==> config.mk <==
export PLATFORM = sky130hd
export DESIGN_NAME = seg7_rx_decoder
export DESIGN_NICKNAME = d
export VERILOG_FILES = /design/src/rtl/seg7_pkg.sv /design/src/rtl/seg7_stable_filter.sv /design/src/rtl/seg7_rx_decoder.sv
export SDC_FILE = /design/constraint.sdc
export NUM_CORES = 1
export LEC_CHECK = 0
export ABC_AREA = 1
export CAP_MARGIN = 20
export CORE_UTILIZATION = 40
export CTS_CLUSTER_DIAMETER = 60
export CTS_CLUSTER_SIZE = 8
export DETAILED_ROUTE_END_ITERATION = 8
export PLACE_DENSITY = 0.65
export SETUP_SLACK_MARGIN = 0.4
export SYNTH_ARGS = -nofsm -noshare
export SYNTH_HDL_FRONTEND = slang
export SYNTH_SLANG_ARGS = --single-unit
==> constraint.sdc <==
create_clock -name clk -period 2.42 [get_ports clk]
set_input_delay 0.363 -clock clk [delete_from_list [all_inputs] [get_ports clk]]
set_output_delay 0.363 -clock clk [all_outputs]
set_load 0.05 [all_outputs]
==> src/rtl/seg7_pkg.sv <==
// Shared 7-segment constants, FSM state type and pattern decoder for the
// segment-bus receive path (and future encoder reuse).
package seg7_pkg;

  localparam int unsigned SEG_W = 7;

  // A..G patterns, bit6 = A ... bit0 = G
  localparam logic [SEG_W-1:0] SEG_0     = 7'b1111110;
  localparam logic [SEG_W-1:0] SEG_1     = 7'b0110000;
  localparam logic [SEG_W-1:0] SEG_2     = 7'b1101101;
  localparam logic [SEG_W-1:0] SEG_3     = 7'b1111001;
  localparam logic [SEG_W-1:0] SEG_4     = 7'b0110011;
  localparam logic [SEG_W-1:0] SEG_5     = 7'b1011011;
  localparam logic [SEG_W-1:0] SEG_6     = 7'b1011111;
  localparam logic [SEG_W-1:0] SEG_7     = 7'b1110000;
  localparam logic [SEG_W-1:0] SEG_8     = 7'b1111111;
  localparam logic [SEG_W-1:0] SEG_9     = 7'b1111011;
  localparam logic [SEG_W-1:0] SEG_BLANK = 7'b0000000;

  typedef enum logic [1:0] {
    IDLE   = 2'd0,
    SETTLE = 2'd1,
    LOCKED = 2'd2
  } seg7_state_e;

  typedef struct packed {
    logic       valid;
    logic       blank;
    logic [3:0] digit;
  } seg7_dec_t;

  function automatic seg7_dec_t seg7_decode(input logic [SEG_W-1:0] pat);
    seg7_dec_t d;
    d = '0;
    case (pat)
      SEG_0:     begin d.valid = 1'b1; d.digit = 4'd0; end
      SEG_1:     begin d.valid = 1'b1; d.digit = 4'd1; end
      SEG_2:     begin d.valid = 1'b1; d.digit = 4'd2; end
      SEG_3:     begin d.valid = 1'b1; d.digit = 4'd3; end
      SEG_4:     begin d.valid = 1'b1; d.digit = 4'd4; end
      SEG_5:     begin d.valid = 1'b1; d.digit = 4'd5; end
      SEG_6:     begin d.valid = 1'b1; d.digit = 4'd6; end
      SEG_7:     begin d.valid = 1'b1; d.digit = 4'd7; end
      SEG_8:     begin d.valid = 1'b1; d.digit = 4'd8; end
      SEG_9:     begin d.valid = 1'b1; d.digit = 4'd9; end
      SEG_BLANK: d.blank = 1'b1;
      default:   d = '0;
    endcase
    return d;
  endfunction

endpackage

==> src/rtl/seg7_stable_filter.sv <==
// Two-flop synchronizer, sample register and saturating stability counter
// for the asynchronous segment bus.
module seg7_stable_filter
  import seg7_pkg::*;
#(
  parameter int unsigned STABLE_CYCLES = 16
) (
  input  logic       clk_i,
  input  logic       rst_i,
  input  logic [7:0] seg_i,
  output logic [7:0] s_o,
  output logic       change_c_o,
  output logic       stable_hit_c_o
);

  localparam int unsigned CNT_W = $clog2(STABLE_CYCLES + 1);

  logic [7:0]       sync1_q, sync2_q, s_q, s_prev_q;
  logic [CNT_W-1:0] cnt_q, cnt_d;

  always_ff @(posedge clk_i) begin
    if (rst_i) begin
      sync1_q  <= '0;
      sync2_q  <= '0;
      s_q      <= '0;
      s_prev_q <= '0;
      cnt_q    <= '0;
    end else begin
      sync1_q  <= seg_i;
      sync2_q  <= sync1_q;
      s_q      <= sync2_q;
      s_prev_q <= s_q;
      cnt_q    <= cnt_d;
    end
  end

  // Count consecutive identical samples, saturating at STABLE_CYCLES
  always_comb begin
    cnt_d = cnt_q;
    if (s_q != s_prev_q) begin
      cnt_d = '0;
    end else if (cnt_q != CNT_W'(STABLE_CYCLES)) begin
      cnt_d = cnt_q + CNT_W'(1);
    end
  end

  assign s_o            = s_q;
  assign change_c_o     = (s_q != s_prev_q);
  assign stable_hit_c_o = (s_q == s_prev_q) && (cnt_q == CNT_W'(STABLE_CYCLES - 1));

endmodule

==> src/rtl/seg7_rx_decoder.sv <==
// Segment-bus receiver: waits for a stable pattern, then locks and decodes it.
// Optional SEG7_RX_SEQ_CHECK_EN adds seq_err for non-incrementing digit locks.
module seg7_rx_decoder
  import seg7_pkg::*;
#(
  parameter int unsigned STABLE_CYCLES = 16
) (
  input  logic       clk,
  input  logic       rst,
  input  logic [7:0] seg_ABCDEFG_DP,
  output logic [3:0] digit,
  output logic       digit_valid,
  output logic       dp,
  output logic       blank,
  output logic       pat_err,
  output logic       locked
`ifdef SEG7_RX_SEQ_CHECK_EN
  ,
  output logic       seq_err
`endif
);

  logic [7:0]  s;
  logic        change_c, stable_hit_c;
  seg7_dec_t   dec_c;
  seg7_state_e state_q, state_d;
  logic [3:0]  digit_q, digit_d;
  logic        valid_q, valid_d, dp_q, dp_d, blank_q, blank_d;
  logic        perr_q, perr_d, locked_q, locked_d, have_q, have_d;
`ifdef SEG7_RX_SEQ_CHECK_EN
  logic        seq_q, seq_d;
`endif

  seg7_stable_filter #(
    .STABLE_CYCLES (STABLE_CYCLES)
  ) u_filter (
    .clk_i          (clk),
    .rst_i          (rst),
    .seg_i          (seg_ABCDEFG_DP),
    .s_o            (s),
    .change_c_o     (change_c),
    .stable_hit_c_o (stable_hit_c)
  );

  assign dec_c = seg7_decode(s[7:1]);

  always_ff @(posedge clk) begin
    if (rst) begin
      state_q  <= IDLE;
      digit_q  <= '0;
      valid_q  <= 1'b0;
      dp_q     <= 1'b0;
      blank_q  <= 1'b0;
      perr_q   <= 1'b0;
      locked_q <= 1'b0;
      have_q   <= 1'b0;
`ifdef SEG7_RX_SEQ_CHECK_EN
      seq_q    <= 1'b0;
`endif
    end else begin
      state_q  <= state_d;
      digit_q  <= digit_d;
      valid_q  <= valid_d;
      dp_q     <= dp_d;
      blank_q  <= blank_d;
      perr_q   <= perr_d;
      locked_q <= locked_d;
      have_q   <= have_d;
`ifdef SEG7_RX_SEQ_CHECK_EN
      seq_q    <= seq_d;
`endif
    end
  end

  // Next-state and output update; digit/dp/blank hold unless a lock happens
  always_comb begin
    state_d  = state_q;
    digit_d  = digit_q;
    valid_d  = 1'b0;
    dp_d     = dp_q;
    blank_d  = blank_q;
    perr_d   = 1'b0;
    locked_d = locked_q;
    have_d   = have_q;
`ifdef SEG7_RX_SEQ_CHECK_EN
    seq_d    = 1'b0;
`endif
    case (state_q)
      IDLE: state_d = SETTLE;
      SETTLE: begin
        if (stable_hit_c) begin
          state_d  = LOCKED;
          locked_d = 1'b1;
          dp_d     = s[0];
          if (dec_c.valid) begin
            digit_d = dec_c.digit;
            blank_d = 1'b0;
            have_d  = 1'b1;
            if (!have_q || (dec_c.digit != digit_q)) begin
              valid_d = 1'b1;
`ifdef SEG7_RX_SEQ_CHECK_EN
              seq_d   = have_q &&
                        (dec_c.digit != ((digit_q == 4'd9) ? 4'd0 : digit_q + 4'd1));
`endif
            end
          end else if (dec_c.blank) begin
            blank_d = 1'b1;
          end else begin
            perr_d  = 1'b1;
            blank_d = 1'b0;
          end
        end
      end
      LOCKED: begin
        if (change_c) begin
          state_d  = SETTLE;
          locked_d = 1'b0;
        end
      end
      default: state_d = IDLE;
    endcase
  end

  assign digit       = digit_q;
  assign digit_valid = valid_q;
  assign dp          = dp_q;
  assign blank       = blank_q;
  assign pat_err     = perr_q;
  assign locked      = locked_q;
`ifdef SEG7_RX_SEQ_CHECK_EN
  assign seq_err     = seq_q;
`endif

endmodule

### Word level (Yosys, flattened, before mapping)

Cells that the tools add are included.

| operators by class | value |
|---|---|
| equality and inequality tests | 19 |
| bitwise gates (word level) | 3 |
| divide/modulo/power cells | 0 |
| mux-type cells | 13 |
| reduce and logical (&&, ||, !) cells | 14 |
| order comparisons | 0 |
| add/sub/neg operators | 1 |
| shift operators | 0 |
| multiply operators | 0 |

Operator list:

| cell | count |
|---|---|
| 7-bit == test (second input constant) | 8 |
| 4-bit one-hot mux with 9 select lines | 1 |
| 7-bit by 6-bit == test with 1-bit output (second input constant) | 2 |
| 10-bit OR reduction | 1 |
| 8-bit == test | 1 |
| 1-bit two-way mux | 8 |
| 8-bit != test | 1 |
| 4-bit OR reduction | 2 |
| 7-bit zero test | 1 |
| 2-bit one-hot mux with 3 select lines | 1 |
| 3-bit AND reduction | 2 |
| 5-bit by 1-bit adder with 5-bit output (second input constant) | 1 |
| 5-bit by 4-bit == test with 1-bit output (second input constant) | 1 |
| 5-bit != test (second input constant) | 1 |
| 2-bit two-way mux | 2 |
| 2-bit != test (second input constant) | 2 |
| 4-bit != test | 1 |
| 2-bit AND reduction | 2 |
| 1-bit inverter | 3 |
| 2-bit by 1-bit == test with 1-bit output (second input constant) | 1 |
| 2-bit == test (second input constant) | 1 |
| 2-bit zero test | 1 |
| 1-bit one-hot mux with 2 select lines | 1 |
| 2-bit nonzero test | 1 |
| 4 further kinds | 4 |

| word-level totals | value |
|---|---|
| memory bits (writable) | 0 |
| word-level logic and storage cells | 63 |
| memories kept | 0 |
| latch bits | 0 |
| bits in registers | 49 |
| input bits | 10 |
| output and inout bits | 9 |
| bits in read-only memories | 0 |

### Logic depth before layout (Yosys ltp)

| logic depth | value |
|---|---|
| depth in word-level cells | 5 |
| depth in mapped cells | 11 |
| depth with buffers taken out | 11 |

### By module

From an unflattened synthesis, not the netlist that was laid out.

| unflattened totals | value |
|---|---|
| cell total of the unflattened synthesis | 293 |
| area, all modules | 2064.5 um^2 |

Modules (own cells, without submodules):

| module | cells each | seq. area each (um^2) | instances | area each (um^2) |
|---|---|---|---|---|
| seg7_stable_filter | 159 | 740.7 | 1 | 1290.0 |
| seg7_rx_decoder | 134 | 240.2 | 1 | 774.5 |

### Worst setup path before layout

OpenSTA, ideal clock, no wires.

| timing path | value |
|---|---|
| path kind | register to register |
| start point | register u_filter.cnt_q[0] |
| end point | register digit_q[2], in the netlist digit[2] |
| data required time | 2304 ps |
| path buffers | 0 |
| data arrival time | 1329 ps |
| setup time | 116 ps |
| clock period less this slack | 1445 ps |
| slack | 975 ps |
| cell stages (with the launch flop) | 10 |
| cells stage by stage | dfxtp_1 > ha_1 > nand2_1 > nor2_1 > ha_1 > nand3_4 > nor2_8 > nand2_1 > nand3_1 > nand2_1 |

| on the way | value |
|---|---|
| cells in the longest elaborated chain, start to end | 3 |

RTL lines:

| item | RTL line | source |
|---|---|---|
| start: declaration | seg7_stable_filter.sv:19 | `logic [CNT_W-1:0] cnt_q, cnt_d;` |
| start signal: assignment | seg7_stable_filter.sv:33 | `cnt_q <= cnt_d;` |
| 5-bit by 4-bit == test with 1-bit output | seg7_stable_filter.sv:49 | `assign stable_hit_c_o = (s_q == s_prev_q) && (cnt_q == CNT_W'(STABLE_CYCLES - 1));` |
| 1-bit logical AND | seg7_stable_filter.sv:49 |  |
| 3-bit AND reduction (no source line) | - |  |
| end signal: assignment | seg7_rx_decoder.sv:62 | `digit_q <= digit_d;` |
| end: declaration | seg7_rx_decoder.sv:27 | `logic [3:0] digit_q, digit_d;` |

Every way passes these cells.
A chain may end at the register's enable or synchronous reset.

### Worst setup path in the final report

| timing path | value |
|---|---|
| start point | register digit_q[3], in the netlist digit[3] |
| end point | output port digit[3] |

RTL lines:

| item | RTL line | source |
|---|---|---|
| end: declaration | seg7_rx_decoder.sv:11 | `output logic [3:0] digit,` |

No word-level cell between the ends.

==> flow_summary.json <==
{
  "status": "completed",
  "cts.root.buffer_cell": "clkbuf_8",
  "worstPathCellList": "clkdlybuf4s50_1",
  "firstDrtPassIters": 4,
  "antenna_found_initial": 0,
  "final_layout_size_suffix_gt1_share_pct": 11.56,
  "p_per_area_nw_per_um2": 573.2,
  "port_buffers": 18,
  "hold_buffers": 0,
  "cp-endpoint": "digit[3]",
  "timing.critical_path.buf_inv": 1,
  "die_width_um": 74.88,
  "grt_pass1_vias": 1313,
  "die_h_um": 74.88,
  "hold_violations": 0,
  "max_stage_delay_ns": 0.82,
  "synth.distinct_cells": 30,
  "critPathTopFamily": "buffers and inverters",
  "via_count": 1530,
  "fill_cells": 521,
  "clock-sinks": 49,
  "crit_start": "digit[3]",
  "top_level_ports": 19,
  "syn_to_final_growth_pct": 14.55,
  "rr_endpoint": "digit[0]",
  "drt_iter0_markers": 59,
  "num_antenna_cells": 0,
  "synth-edff-count": 0,
  "maxCapViolCount": 0,
  "setup-tns-final_ns": 0,
  "ys_seq_area_share_pct": 46.17,
  "reg2reg_depth": 9,
  "avgSynthCellArea_um2": 7.754,
  "holdWs_ns": 0.4026,
  "cts_buffers": 5,
  "seq_area_um2": 980.9,
  "wirelength_mm": 3.327,
  "slew_viol_final": 0,
  "gr-total-overflow": 0,
  "cts_tree": "built",
  "rsz0062_at_grt": "false",
  "cp.depth": 1,
  "place.gp.congestion": 0.8438,
  "ff2ff_setup_slack_ns": 0.82,
  "p_leak_uw": 0.001035,
  "worstPathArrival_ns": 1.51,
  "synth_top_area_share_pct": 46.17,
  "ant_nets": 0,
  "p_total_uw": 1395,
  "clk_pin_slew_ns": 0.09,
  "ys_ff_latch": 49,
  "post_cts_buffers": 0,
  "fin_crit_sh_pct": 77.38,
  "synthTopCellsByArea": "dfxtp_1 46%, nor2_1 9.9%, nand2_1 8.5%, inv_1 7.8%, xnor2_4 3.9%",
  "grt_max_degree": 38,
  "core_um2": 5107,
  "placementRows": 26,
  "start_util_pct": 41.60,
  "slew-limit-headroom_pct": 56.71,
  "crit_path_end_kind": "primary output",
  "cts_max_level": 2,
  "start_kind": "flip-flop",
  "worst_slew_pin_slew_ns": 0.6435,
  "synth_common_cells": "56 x nor2_1, 49 x dfxtp_1, 48 x nand2_1, 44 x inv_1, 14 x nand3_1",
  "final_nets": 306,
  "drt-vias-per-instance": 4.203,
  "fmaxAchievable_ghz": 0.5340,
  "hold_class": "reg2reg",
  "async_flop_share_pct": 0,
  "synth_ff_type": "dfxtp_1",
  "dieArea_um2": 5607,
  "synth_largest_area_cell": "dfxtp_1",
  "critical_path_required_ns": 2.06,
  "drc": 0,
  "critPathMaxFanout": 4,
  "wl_per_cell_um": 9.140,
  "skew_ns": 0.008285,
  "synth_most_common_cell": "nor2_1",
  "crit_slowest_cell": "clkdlybuf4s50_1",
  "grt_usage_pct": 14.29,
  "max-vdd-ir-drop_mv": 0.3532,
  "grt_pass1_wl_mm": 5.802,
  "dpl.hpwl_mm": 2.499,
  "clock_latency_ns": 0.30,
  "yosysWarnings": 0,
  "setup_viol": 0,
  "syn_area_um2": 2125,
  "multi_input_area_um2": 905.9,
  "synth_fp_nets": 287,
  "syn-instance-count": 274,
  "r2r_start": "u_filter.cnt_q[1]",
  "cts_resized": 0,
  "clock_path_buffers": 2,
  "worst-setup-path-type": "reg2out",
  "finalCriticalPeriod_ns": 1.873
}
==> worst reg2reg max path: cells and delay by family (launching register included) <==
kind | cells | cell delay, ns
AND/OR/NAND/NOR | 7 | 0.70
flip-flops | 1 | 0.40
adder cells (fa/ha/maj) | 2 | 0.42
==> routing by layer <==
layer,vias up,GRT usage [%],routed length (um)
met3,6,4.819,135
met2,23,21.62,1477
li1,858,-,-
met1,643,18.30,1646
met4,0,6.918,68
met5,-,0,0
==> placed cells by master (no fill, tap or decap), types with 2 or more instances in the layout <==
cell	count
nor2_1	56
inv_1	44
nand2_1	48
nand4_1	3
nor3_1	2
inv_2	5
xnor2_1	5
o21ai_1	3
clkinv_2	3
nand3_1	14
o21ai_0	2
clkdlybuf4s50_1	18
a21oi_1	10
nor2_4	2
nand3_2	3
xnor2_4	3
dfxtp_1	49
ha_1	3
clkbuf_8	5
nand2_2	4
nor2_2	2
==> how the worst min path moves through the flow <==
stage,start,to,slack (ns),cells after the start
finish,u_filter.sync1_q[0],u_filter.sync2_q[0],0.40,2
global route,u_filter.sync1_q[1],u_filter.sync2_q[1],0.42,2
CTS,u_filter.sync1_q[0],u_filter.sync2_q[0],0.40,2
detailed placement,u_filter.sync2_q[1],u_filter.s_o[1],0.39,2
global placement,u_filter.sync2_q[2],u_filter.s_o[2],0.39,2
floorplan,u_filter.sync2_q[0],u_filter.s_o[0],0.39,2
==> state kept, by name, indices dropped and copies added, names as in the netlist <==
name and cells:
u_filter.s_o 8, blank 1, locked 1, digit_valid 1, digit 4, u_filter.cnt_q 5
u_filter.sync1_q 8, state_q 2, pat_err 1, have_q 1, u_filter.s_prev_q 8, dp 1
u_filter.sync2_q 8
==> logic make-up (layout without fill, tap and decap cells) <==
group / Yosys count / count (layout) / synth area share, %
AO/OA/AOI/OAI: 16 / 16 / 3.946
XOR/XNOR: 8 / 8 / 5.948
adder cells (fa/ha/maj): 3 / 3 / 1.767
buffers and inverters: 57 / 77 / 11.19
flip-flops: 49 / 49 / 46.17
AND/OR/NAND/NOR: 141 / 141 / 30.98
==> report_power, final <==
part / total (uW) / internal, uW / switching, uW
logic: 99.9 / 43.7 / 56.3
clock network: 451 / 200 / 251
registers: 844 / 828 / 15.6
==> area by class of cell <==
cell class / instances / area share [%]
clock inverters: 2 / 0.4113
flip-flops and latches: 49 / 40.31
well taps: 70 / 3.599
multi-input cells: 168 / 37.22
clock buffers: 6 / 2.982
repair buffers: 19 / 7.712
inverters: 50 / 7.764
==> stage by stage <==
step	worst slack (ns)	util, %	cells	cell area [um2]
after detailed placement	0.8171	46.03	356	2351
after floorplan	0.9754	-	274	2125
final	0.5475	47.65	364	2434
after global routing	0.4704	47.65	364	2434
after global placement	0.8657	46.03	356	2351
after CTS	0.5349	47.65	364	2434
Power figures use the tool's default switching activity.
